<file path="config.mk">
export PLATFORM = sky130hd
export DESIGN_NAME = reg_access_arbiter
export DESIGN_NICKNAME = d
export VERILOG_FILES = /design/src/rtl/reg_arb_pkg.sv /design/src/rtl/reg_arb_host_slot.sv /design/src/rtl/reg_access_arbiter.sv
export SDC_FILE = /design/constraint.sdc
export NUM_CORES = 1
export LEC_CHECK = 0
export BUFFER_PORTS_ARGS = -buffer_cell sky130_fd_sc_hd__buf_4
export CAP_MARGIN = 20
export CORE_UTILIZATION = 48
export DETAILED_ROUTE_END_ITERATION = 7
export HOLD_SLACK_MARGIN = 0.03
export PLACE_DENSITY = 0.72
export SYNTH_ARGS = -nofsm -noshare
export SYNTH_HDL_FRONTEND = slang
export SYNTH_SLANG_ARGS = --single-unit
</file>
<file path="constraint.sdc">
create_clock -name clk -period 2.29 [get_ports clk]
set_clock_uncertainty 0.2 [all_clocks]
set_input_delay 0.1145 -clock clk [delete_from_list [all_inputs] [get_ports clk]]
set_output_delay 0.1145 -clock clk [all_outputs]
set_load 0.05 [all_outputs]
</file>
<file path="src/rtl/reg_arb_pkg.sv">
// -----------------------------------------------------------------------------
// reg_arb_pkg
// Shared types and constants for the two-host register-bank arbiter.
//   - ADDR_W_DEF / DATA_W_DEF : default bank address / data widths
//   - op_e                    : bank operation granted to a host
//   - state_e                 : arbiter FSM states
//   - STAT_*                  : bit positions inside the 3-bit host status word
// -----------------------------------------------------------------------------
package reg_arb_pkg;

  localparam int ADDR_W_DEF = 8;
  localparam int DATA_W_DEF = 8;

  typedef enum logic {
    OP_READ  = 1'b0,
    OP_WRITE = 1'b1
  } op_e;

  typedef enum logic {
    ST_ARB    = 1'b0,
    ST_ACCESS = 1'b1
  } state_e;

  localparam int STAT_W        = 3;
  localparam int STAT_OVERRUN  = 2;
  localparam int STAT_WR_PEND  = 1;
  localparam int STAT_RD_STALE = 0;

endpackage

</file>
<file path="src/rtl/reg_arb_host_slot.sv">
// -----------------------------------------------------------------------------
// reg_arb_host_slot
// Per-host front end of the register-bank arbiter. Captures the host's write
// strobe, keeps a one-entry pending write, tracks the address of the last
// completed read and holds the prefetched read data for the host.
//
// Ports
//   clk, rst_n      : clock, asynchronous active-low reset
//   addr_i          : host address (also the write address on a strobe)
//   wdata_i         : host write data
//   we_i            : host write strobe, one-cycle pulse
//   wr_done_i       : this slot's pending write is being performed this cycle
//   rd_done_i       : this slot's read is being performed this cycle
//   inval_all_i     : some write (either host) is being performed this cycle
//   rd_addr_i       : address of the read being performed
//   rd_data_i       : bank data for that read
//   req_o           : slot wants a bank access
//   op_o            : operation wanted (writes before reads)
//   wr_addr_o/wr_data_o : pending write address / data
//   rdata_o         : prefetched read data
//   status_o        : {overrun, wr_pending, rd_stale}
// -----------------------------------------------------------------------------
module reg_arb_host_slot
  import reg_arb_pkg::*;
#(
  parameter int ADDR_W = ADDR_W_DEF,
  parameter int DATA_W = DATA_W_DEF
) (
  input  logic              clk,
  input  logic              rst_n,
  input  logic [ADDR_W-1:0] addr_i,
  input  logic [DATA_W-1:0] wdata_i,
  input  logic              we_i,
  input  logic              wr_done_i,
  input  logic              rd_done_i,
  input  logic              inval_all_i,
  input  logic [ADDR_W-1:0] rd_addr_i,
  input  logic [DATA_W-1:0] rd_data_i,
  output logic              req_o,
  output op_e               op_o,
  output logic [ADDR_W-1:0] wr_addr_o,
  output logic [DATA_W-1:0] wr_data_o,
  output logic [DATA_W-1:0] rdata_o,
  output logic [STAT_W-1:0] status_o
);

  logic              wr_pend_q,      wr_pend_d;
  logic [ADDR_W-1:0] wr_addr_q,      wr_addr_d;
  logic [DATA_W-1:0] wr_data_q,      wr_data_d;
  logic              overrun_q,      overrun_d;
  logic              invalid_q,      invalid_d;
  logic [ADDR_W-1:0] last_rd_addr_q, last_rd_addr_d;
  logic [DATA_W-1:0] rdata_q,        rdata_d;
  logic              rd_stale;

  assign rd_stale = invalid_q | (addr_i != last_rd_addr_q);

  always_comb begin
    wr_pend_d      = wr_pend_q;
    wr_addr_d      = wr_addr_q;
    wr_data_d      = wr_data_q;
    overrun_d      = overrun_q;
    invalid_d      = invalid_q;
    last_rd_addr_d = last_rd_addr_q;
    rdata_d        = rdata_q;

    if (wr_done_i) begin
      wr_pend_d = 1'b0;
    end

    // The single write buffer frees up in the cycle its write is performed,
    // so a strobe landing on that cycle is accepted rather than dropped.
    if (we_i) begin
      if (!wr_pend_q || wr_done_i) begin
        wr_pend_d = 1'b1;
        wr_addr_d = addr_i;
        wr_data_d = wdata_i;
      end else begin
        overrun_d = 1'b1;
      end
    end

    // Any write may alias this host's address, so every write forces a refresh.
    if (inval_all_i) begin
      invalid_d = 1'b1;
    end

    // The data is taken even if the host has already moved on; the address
    // compare keeps rd_stale high so another read follows.
    if (rd_done_i) begin
      rdata_d        = rd_data_i;
      last_rd_addr_d = rd_addr_i;
      invalid_d      = 1'b0;
    end
  end

  always_ff @(posedge clk or negedge rst_n) begin
    if (!rst_n) begin
      wr_pend_q      <= 1'b0;
      wr_addr_q      <= '0;
      wr_data_q      <= '0;
      overrun_q      <= 1'b0;
      invalid_q      <= 1'b1;
      last_rd_addr_q <= '0;
      rdata_q        <= '0;
    end else begin
      wr_pend_q      <= wr_pend_d;
      wr_addr_q      <= wr_addr_d;
      wr_data_q      <= wr_data_d;
      overrun_q      <= overrun_d;
      invalid_q      <= invalid_d;
      last_rd_addr_q <= last_rd_addr_d;
      rdata_q        <= rdata_d;
    end
  end

  assign req_o     = wr_pend_q | rd_stale;
  assign op_o      = wr_pend_q ? OP_WRITE : OP_READ;
  assign wr_addr_o = wr_addr_q;
  assign wr_data_o = wr_data_q;
  assign rdata_o   = rdata_q;

  // invalid is held set during reset so the host refreshes straight after
  // release; the stale flag is masked so status reads all-zero while in reset.
  always_comb begin
    status_o                = '0;
    status_o[STAT_OVERRUN]  = overrun_q;
    status_o[STAT_WR_PEND]  = wr_pend_q;
    status_o[STAT_RD_STALE] = rd_stale & rst_n;
  end

endmodule

</file>
<file path="src/rtl/reg_access_arbiter.sv">
// -----------------------------------------------------------------------------
// reg_access_arbiter
// Shares one single-port register bank between host 0 (SPI) and host 1 (I2C).
// Each host presents addr/wdata/we and sees a continuously valid rdata that is
// kept coherent with its current address and with every completed write.
// Bank accesses are serialised with round-robin arbitration, one access per
// two cycles (ARB cycle, then ACCESS cycle).
//
// Ports
//   clk, rst_n                        : clock, asynchronous active-low reset
//   hN_addr, hN_wdata, hN_we          : host N application bus inputs
//   hN_rdata                          : host N prefetched read data
//   hN_status                         : host N {overrun, wr_pending, rd_stale}
//   mem_en, mem_we, mem_addr, mem_wdata : registered bank controls
//   mem_rdata                         : bank read data, combinational from mem_addr
// -----------------------------------------------------------------------------
module reg_access_arbiter
  import reg_arb_pkg::*;
#(
  parameter int ADDR_W = ADDR_W_DEF,
  parameter int DATA_W = DATA_W_DEF
) (
  input  logic              clk,
  input  logic              rst_n,
  input  logic [ADDR_W-1:0] h0_addr,
  input  logic [DATA_W-1:0] h0_wdata,
  input  logic              h0_we,
  output logic [DATA_W-1:0] h0_rdata,
  output logic [STAT_W-1:0] h0_status,
  input  logic [ADDR_W-1:0] h1_addr,
  input  logic [DATA_W-1:0] h1_wdata,
  input  logic              h1_we,
  output logic [DATA_W-1:0] h1_rdata,
  output logic [STAT_W-1:0] h1_status,
  output logic              mem_en,
  output logic              mem_we,
  output logic [ADDR_W-1:0] mem_addr,
  output logic [DATA_W-1:0] mem_wdata,
  input  logic [DATA_W-1:0] mem_rdata
);

  logic              req0, req1;
  op_e               op0, op1;
  logic [ADDR_W-1:0] wr_addr0, wr_addr1;
  logic [DATA_W-1:0] wr_data0, wr_data1;

  state_e            state_q,     state_d;
  logic              last_grant_q, last_grant_d;
  logic              grant_q,     grant_d;
  op_e               op_q,        op_d;
  logic              mem_en_q,    mem_en_d;
  logic              mem_we_q,    mem_we_d;
  logic [ADDR_W-1:0] mem_addr_q,  mem_addr_d;
  logic [DATA_W-1:0] mem_wdata_q, mem_wdata_d;

  logic              grant_sel;
  op_e               sel_op;
  logic              in_access;
  logic              wr_done0, wr_done1, rd_done0, rd_done1, inval_all;

  // Completion strobes decoded from the access currently on the bank.
  assign in_access = (state_q == ST_ACCESS);
  assign inval_all = in_access & (op_q == OP_WRITE);
  assign wr_done0  = inval_all & ~grant_q;
  assign wr_done1  = inval_all &  grant_q;
  assign rd_done0  = in_access & (op_q == OP_READ) & ~grant_q;
  assign rd_done1  = in_access & (op_q == OP_READ) &  grant_q;

  reg_arb_host_slot #(
    .ADDR_W (ADDR_W),
    .DATA_W (DATA_W)
  ) u_slot0 (
    .clk         (clk),
    .rst_n       (rst_n),
    .addr_i      (h0_addr),
    .wdata_i     (h0_wdata),
    .we_i        (h0_we),
    .wr_done_i   (wr_done0),
    .rd_done_i   (rd_done0),
    .inval_all_i (inval_all),
    .rd_addr_i   (mem_addr_q),
    .rd_data_i   (mem_rdata),
    .req_o       (req0),
    .op_o        (op0),
    .wr_addr_o   (wr_addr0),
    .wr_data_o   (wr_data0),
    .rdata_o     (h0_rdata),
    .status_o    (h0_status)
  );

  reg_arb_host_slot #(
    .ADDR_W (ADDR_W),
    .DATA_W (DATA_W)
  ) u_slot1 (
    .clk         (clk),
    .rst_n       (rst_n),
    .addr_i      (h1_addr),
    .wdata_i     (h1_wdata),
    .we_i        (h1_we),
    .wr_done_i   (wr_done1),
    .rd_done_i   (rd_done1),
    .inval_all_i (inval_all),
    .rd_addr_i   (mem_addr_q),
    .rd_data_i   (mem_rdata),
    .req_o       (req1),
    .op_o        (op1),
    .wr_addr_o   (wr_addr1),
    .wr_data_o   (wr_data1),
    .rdata_o     (h1_rdata),
    .status_o    (h1_status)
  );

  always_comb begin
    state_d      = state_q;
    last_grant_d = last_grant_q;
    grant_d      = grant_q;
    op_d         = op_q;
    mem_en_d     = 1'b0;
    mem_we_d     = mem_we_q;
    mem_addr_d   = mem_addr_q;
    mem_wdata_d  = mem_wdata_q;

    // On a conflict the host that did not win last time goes first.
    grant_sel = (req0 && req1) ? ~last_grant_q : req1;
    sel_op    = grant_sel ? op1 : op0;

    case (state_q)
      ST_ARB: begin
        if (req0 || req1) begin
          state_d     = ST_ACCESS;
          grant_d     = grant_sel;
          op_d        = sel_op;
          mem_en_d    = 1'b1;
          mem_we_d    = (sel_op == OP_WRITE);
          if (sel_op == OP_WRITE) begin
            mem_addr_d = grant_sel ? wr_addr1 : wr_addr0;
          end else begin
            mem_addr_d = grant_sel ? h1_addr : h0_addr;
          end
          mem_wdata_d = grant_sel ? wr_data1 : wr_data0;
        end
      end
      ST_ACCESS: begin
        last_grant_d = grant_q;
        state_d      = ST_ARB;
      end
      default: begin
        state_d = ST_ARB;
      end
    endcase
  end

  // last_grant resets to host 1 so host 0 wins the first conflict.
  always_ff @(posedge clk or negedge rst_n) begin
    if (!rst_n) begin
      state_q      <= ST_ARB;
      last_grant_q <= 1'b1;
      grant_q      <= 1'b0;
      op_q         <= OP_READ;
      mem_en_q     <= 1'b0;
      mem_we_q     <= 1'b0;
      mem_addr_q   <= '0;
      mem_wdata_q  <= '0;
    end else begin
      state_q      <= state_d;
      last_grant_q <= last_grant_d;
      grant_q      <= grant_d;
      op_q         <= op_d;
      mem_en_q     <= mem_en_d;
      mem_we_q     <= mem_we_d;
      mem_addr_q   <= mem_addr_d;
      mem_wdata_q  <= mem_wdata_d;
    end
  end

  assign mem_en    = mem_en_q;
  assign mem_we    = mem_we_q;
  assign mem_addr  = mem_addr_q;
  assign mem_wdata = mem_wdata_q;

endmodule

</file>
# Word-level counts from Yosys, hierarchy flattened
# Index checks and enable logic that the tools add are counted.
[classes]
n_bitwise = 18
muxes = 20
eq_ne = 2
n_reduce_logical = 13
[op_table]
columns = ["op", "count"]
rows = [
  ["$mux 8", 4],
  ["$ne 8x8->1", 2],
  ["$mux 1", 15],
  ["$reduce_and 2->1", 5],
  ["$and 1x1->1", 8],
  ["$not 1->1", 6],
  ["$or 1x1->1", 4],
  ["$reduce_bool 2->1", 2],
  ["$logic_or 1x1->1", 3],
  ["$logic_not 1->1", 2],
  ["$pmux 1 s2", 1],
  ["$logic_and 1x1->1", 1],
]
[totals]
register_bits = 91
out_inout_bits = 40
elab_cells = 74

# Depth between registers and ports, before layout
[depth]
depth_word = 7
depth_mapped = 9
mapped_depth_nobuf = 7

# Modules after synthesis
# A second synthesis with hierarchy kept.
[unflattened]
hier_cells = 292
area_unflattened_um2 = 4095.2
[by_module_without_submodules]
columns = ["mod", "cells_each", "area_each_um2", "n_inst", "seq_area_each_um2"]
rows = [
  ["reg_arb_host_slot", 93, 1473.9, 2, 877.1],
  ["reg_access_arbiter", 106, 1147.4, 1, 501.7],
]

# Worst setup path after synthesis
# No wires, ideal clock.
[synth_timing]
path_kind = "reg2reg"
from = "reg mem_en (netlist name)"
to = "reg u_slot0.wr_addr_q[4] (netlist: u_slot0.wr_addr_o[4])"
t_arrival_ns = 2.025
synth_period_minus_slack_ns = 2.350
setup_slack_ns = -0.060
path_stages_with_launch = 8
path_cell_list = "dfrtp_1 buf_2 nand3b_1 nand2_1 and2_1 clkbuf_1 buf_2 mux2_2"
[synth_rtl]
columns = ["element", "line_no", "source"]
rows = [
  ["to (signal assigned)", "reg_arb_host_slot.sv:108", "wr_addr_q <= wr_addr_d;"],
  ["to (decl)", "reg_arb_host_slot.sv:48", "logic [ADDR_W-1:0] wr_addr_q, wr_addr_d;"],
]

# Worst setup path after layout
[layout_timing]
from = "in h0_addr[0]"
to = "reg mem_addr_q[1] (netlist: mem_addr[1])"
[layout_via]
elab_chain_len = 7
word_cells_on_any_way = 11
classes_between = "eq/ne (1); mux (5); bitwise (2); reduce/logical (3)"
[layout_rtl]
columns = ["element", "line_no", "source"]
rows = [
  ["from (decl)", "reg_access_arbiter.sv:25", "input logic [ADDR_W-1:0] h0_addr,"],
  ["$ne 8x8->1 (*)", "reg_arb_host_slot.sv:56", "assign rd_stale = invalid_q | (addr_i != last_rd_addr_q);"],
  ["$or 1x1->1 (*)", "reg_arb_host_slot.sv:56", ""],
  ["$or 1x1->1 (*)", "reg_arb_host_slot.sv:117", "assign req_o = wr_pend_q | rd_stale;"],
  ["$logic_and 1x1->1", "reg_access_arbiter.sv:124", "grant_sel = (req0 && req1) ? ~last_grant_q : req1;"],
  ["$mux 1", "reg_access_arbiter.sv:124", ""],
  ["$mux 8, or another cell as far along", "reg_access_arbiter.sv:138", "mem_addr_d = grant_sel ? h1_addr : h0_addr;"],
  ["$mux 8", "reg_access_arbiter.sv:135", "if (sel_op == OP_WRITE) begin"],
  ["to (signal assigned)", "reg_access_arbiter.sv:171", "mem_addr_q <= mem_addr_d;"],
  ["to (decl)", "reg_access_arbiter.sv:53", "logic [ADDR_W-1:0] mem_addr_q, mem_addr_d;"],
]
# Mark *: on every way between the ends. The rest lies on a longest branch, timed or not.
# A chain may end at the register's enable or synchronous reset.

==> metrics.yaml <==
leakage_uw: 0.00232
wl_um: 8760
start_kind: "primary input"
grt_use_total_pct: 22.1
ys_warn_count: 0
initial_core_util_pct: 50.2
avgRoutedWirePerCell_um: 16.3
n_fill_cell: 601
synth.avg_cell_area_um2: 13.4
cp_max_fo: 8
timing.rr.end: "mem_addr[1]"
endpoint: "mem_addr[1]"
cp_data_required_time_ns: 2.32
nNetsFinal: 474
ant_nets: 0
setup_viol: 0
drt-vias-per-instance: 5.26
arrival_ns: 2.27
seq_area_frac_synth_pct: 57.2
drv_cap: 0
slowest_delay_ns: 0.62
drive_gt1_share_pct: 40.9
dp_hpwl_um: 5860
area_growth_pct: 37.4
clock-sinks: 90
ir_worst_vdd_mv: 0.584
core_um2: 7850
die_x_um: 92.6
syn_nets: 339
layoutNonFillerInstCount: 537
max_slew_margin_pct: 73.6
cts_tree: "yes"
overflow: 0
cp_slowest_cell: "dlygate4sd3_1"
syn_area_um2: 3940
status: "completed"
rsz0062_at_grt: "true"
path_cells: "dlygate4sd3_1 -> a222oi_1 -> nand4_1 -> buf_4 -> o211ai_1 -> o31ai_1 -> o21bai_1 -> buf_6 -> o221ai_1"
netlist_instances: 295
stdcell_area_um2: 5420
htree_levels: 3
dpl.cell_count: 478
rr_worst_depth: 9
layout_commonest_cell: "buf_4"
antenna_cells: 0
regToRegStartpoint: "u_slot0.last_rd_addr_q[0]"
gp_congestion: 0.804
finalSetupTns_ns: 0
fmax_ghz: 0.448
grt_pass1_wl_um: 14500
ios: 84
drt_iter0_drc: 117
cts_buffer_depth: 2
regToRegSetupSlack_ns: 0.08
synth.distinct_cells: 40
cts_buffers: 9
grt_max_degree: 65
crit_type: "in -> reg"
clk_pin_slew_ns: 0.09
finalCriticalPeriod_ns: 2.23
end_kind: "flip-flop"
clock-root-buffer: "clkbuf_8"
clk_latency_ns: 0.35
numPortBuffers: 83
hp-class: "in -> async"
die_h_um: 92.6
antenna_found_initial: 0
placed_area_um2: 4740
hold_viol: 0
fin_crit_sh_pct: 97.4
num_vias: 2827
dr.pass1.iters: 4
maxSlewViolCount: 0
drc: 0
tightest_slew_ns: 0.396
crit_start: "h0_addr[0]"
dieArea_um2: 8580
grt_pass1_vias: 2968
most-common-layout-cells: "buf_4 (93), dfrtp_1 (86), mux2_2 (44), dlygate4sd3_1 (42), nand2_1 (24)"
rows: 32
power_uw: 4500
power_density_nw_per_um2: 830
ys_ff_latch: 90
## cell type report
cell class	count	area [um^2]	share of cell area, %
Tap cell	102	128	2.36
Sequential cell	90	2260	41.7
Clock inverter	6	42.5	0.785
Clock buffer	10	128	2.36
Timing Repair Buffer	142	1220	22.6
Inverter	8	30.0	0.554
Multi-Input combinational cell	179	1610	29.7
## flip-flops by register name, indices dropped and copies added (netlist names)
| signal | cells |
|---|---|
| u_slot0.wr_addr_o | 8 |
| last_grant_q | 1 |
| u_slot1.invalid_q | 1 |
| u_slot0.last_rd_addr_q | 8 |
| grant_q | 1 |
| u_slot1.wr_addr_o | 8 |
| u_slot0.wr_data_o | 8 |
| mem_wdata | 8 |
| u_slot0.invalid_q | 1 |
| u_slot1.wr_data_o | 8 |
| u_slot1.rdata_o | 8 |
| u_slot0.wr_pend_q | 1 |
| mem_en | 1 |
| u_slot0.overrun_q | 1 |
| u_slot0.rdata_o | 8 |
| mem_addr | 8 |
| u_slot1.overrun_q | 1 |
| u_slot1.wr_pend_q | 1 |
| u_slot1.last_rd_addr_q | 8 |
| mem_we | 1 |
## through the flow
stage                     utilization, %  hold WS [ns]  setup WS, ns
after floorplan                        -        -0.381        0.0579
after global placement              60.4        -0.130         0.173
after detailed placement            60.4        -0.126         0.113
after CTS                           68.0        0.0346        0.0908
after global routing                69.0        0.0661       -0.0110
final                               69.0        0.0318        0.0589
## critical path, delay by kind of cell
kind                   cells  cell delay [ns]
AO/OA/AOI/OAI              5             0.88
buffers and inverters      3             1.01
AND/OR/NAND/NOR            1             0.25
## routing by layer
metal,part of all wire [%],track usage [%]
met1,43,29.1
met3,4.9,5.01
met2,50,36.4
met4,2.2,7.31
met5,0,0
## report_power, final
group | total, uW | leakage [uW] | switching [uW] | internal [uW]
sequential | 2140 | 0.00105 | 215 | 1920
combinational | 1400 | 0.00119 | 803 | 597
clock | 958 | 0.0000827 | 561 | 397
## how the worst min path moves through the flow
| stage | to | slack (ns) |
|---|---|---|
| 2_1_floorplan | grant_q | -0.38 |
| 3_3_place_gp | grant_q | -0.13 |
| 3_5_place_dp | mem_we | -0.13 |
| 4_1_cts | u_slot1.wr_data_o[3] | 0.03 |
| 5_1_grt | mem_we | 0.07 |
| 6_report | grant_q | 0.03 |
## cell usage after synthesis
cell type / number / area (um^2)
o31a_1: 1 / 8.76
buf_12: 1 / 20.0
o31ai_1: 1 / 7.51
nor2b_1: 1 / 6.26
a222oi_1: 1 / 10.0
xnor2_1: 8 / 70.1
nand3b_1: 1 / 7.51
o21ai_1: 10 / 50.1
xor2_1: 5 / 43.8
and2_1: 3 / 18.8
a21o_1: 1 / 7.51
buf_2: 8 / 40.0
and2b_1: 1 / 7.51
clkbuf_1: 3 / 11.3
nand3_1: 2 / 10.0
dfstp_2: 3 / 78.8
o21bai_1: 2 / 15.0
nor2_1: 3 / 11.3
inv_2: 1 / 3.75
or2_1: 1 / 6.26
mux2i_1: 24 / 240
o211ai_1: 1 / 7.51
o21ai_0: 3 / 15.0
buf_4: 4 / 30.0
mux2_1: 18 / 203
nand4_1: 2 / 12.5
nor3_1: 2 / 10.0
nor4_4: 1 / 21.3
a22o_1: 2 / 17.5
dfrtp_1: 87 / 2180
inv_1: 7 / 26.3
buf_6: 2 / 22.5
nor2_2: 1 / 6.26
a31o_2: 2 / 17.5
nand2_1: 24 / 90.1
mux2_2: 44 / 495
a2111oi_2: 1 / 15.0
o221ai_1: 8 / 70.1
a21oi_1: 1 / 5.00
nand2b_1: 4 / 25.0
## logic make-up after synthesis
logic type / share of synthesized area (%)
AND/OR/NAND/NOR: 5.91
multiplexers: 23.8
XOR/XNOR: 2.89
buffers and inverters: 3.90
flip-flops: 57.2
AO/OA/AOI/OAI: 6.25
## repair_timing
item | CTS | global route
gates resized for setup | 0 | 14
buffers inserted | 0 | 2
endpoints found under the hold margin | 150 | 0
hold buffers | 43 | 0
setup endpoints to repair | 0 | 10
(Power assumes the default switching activity.)
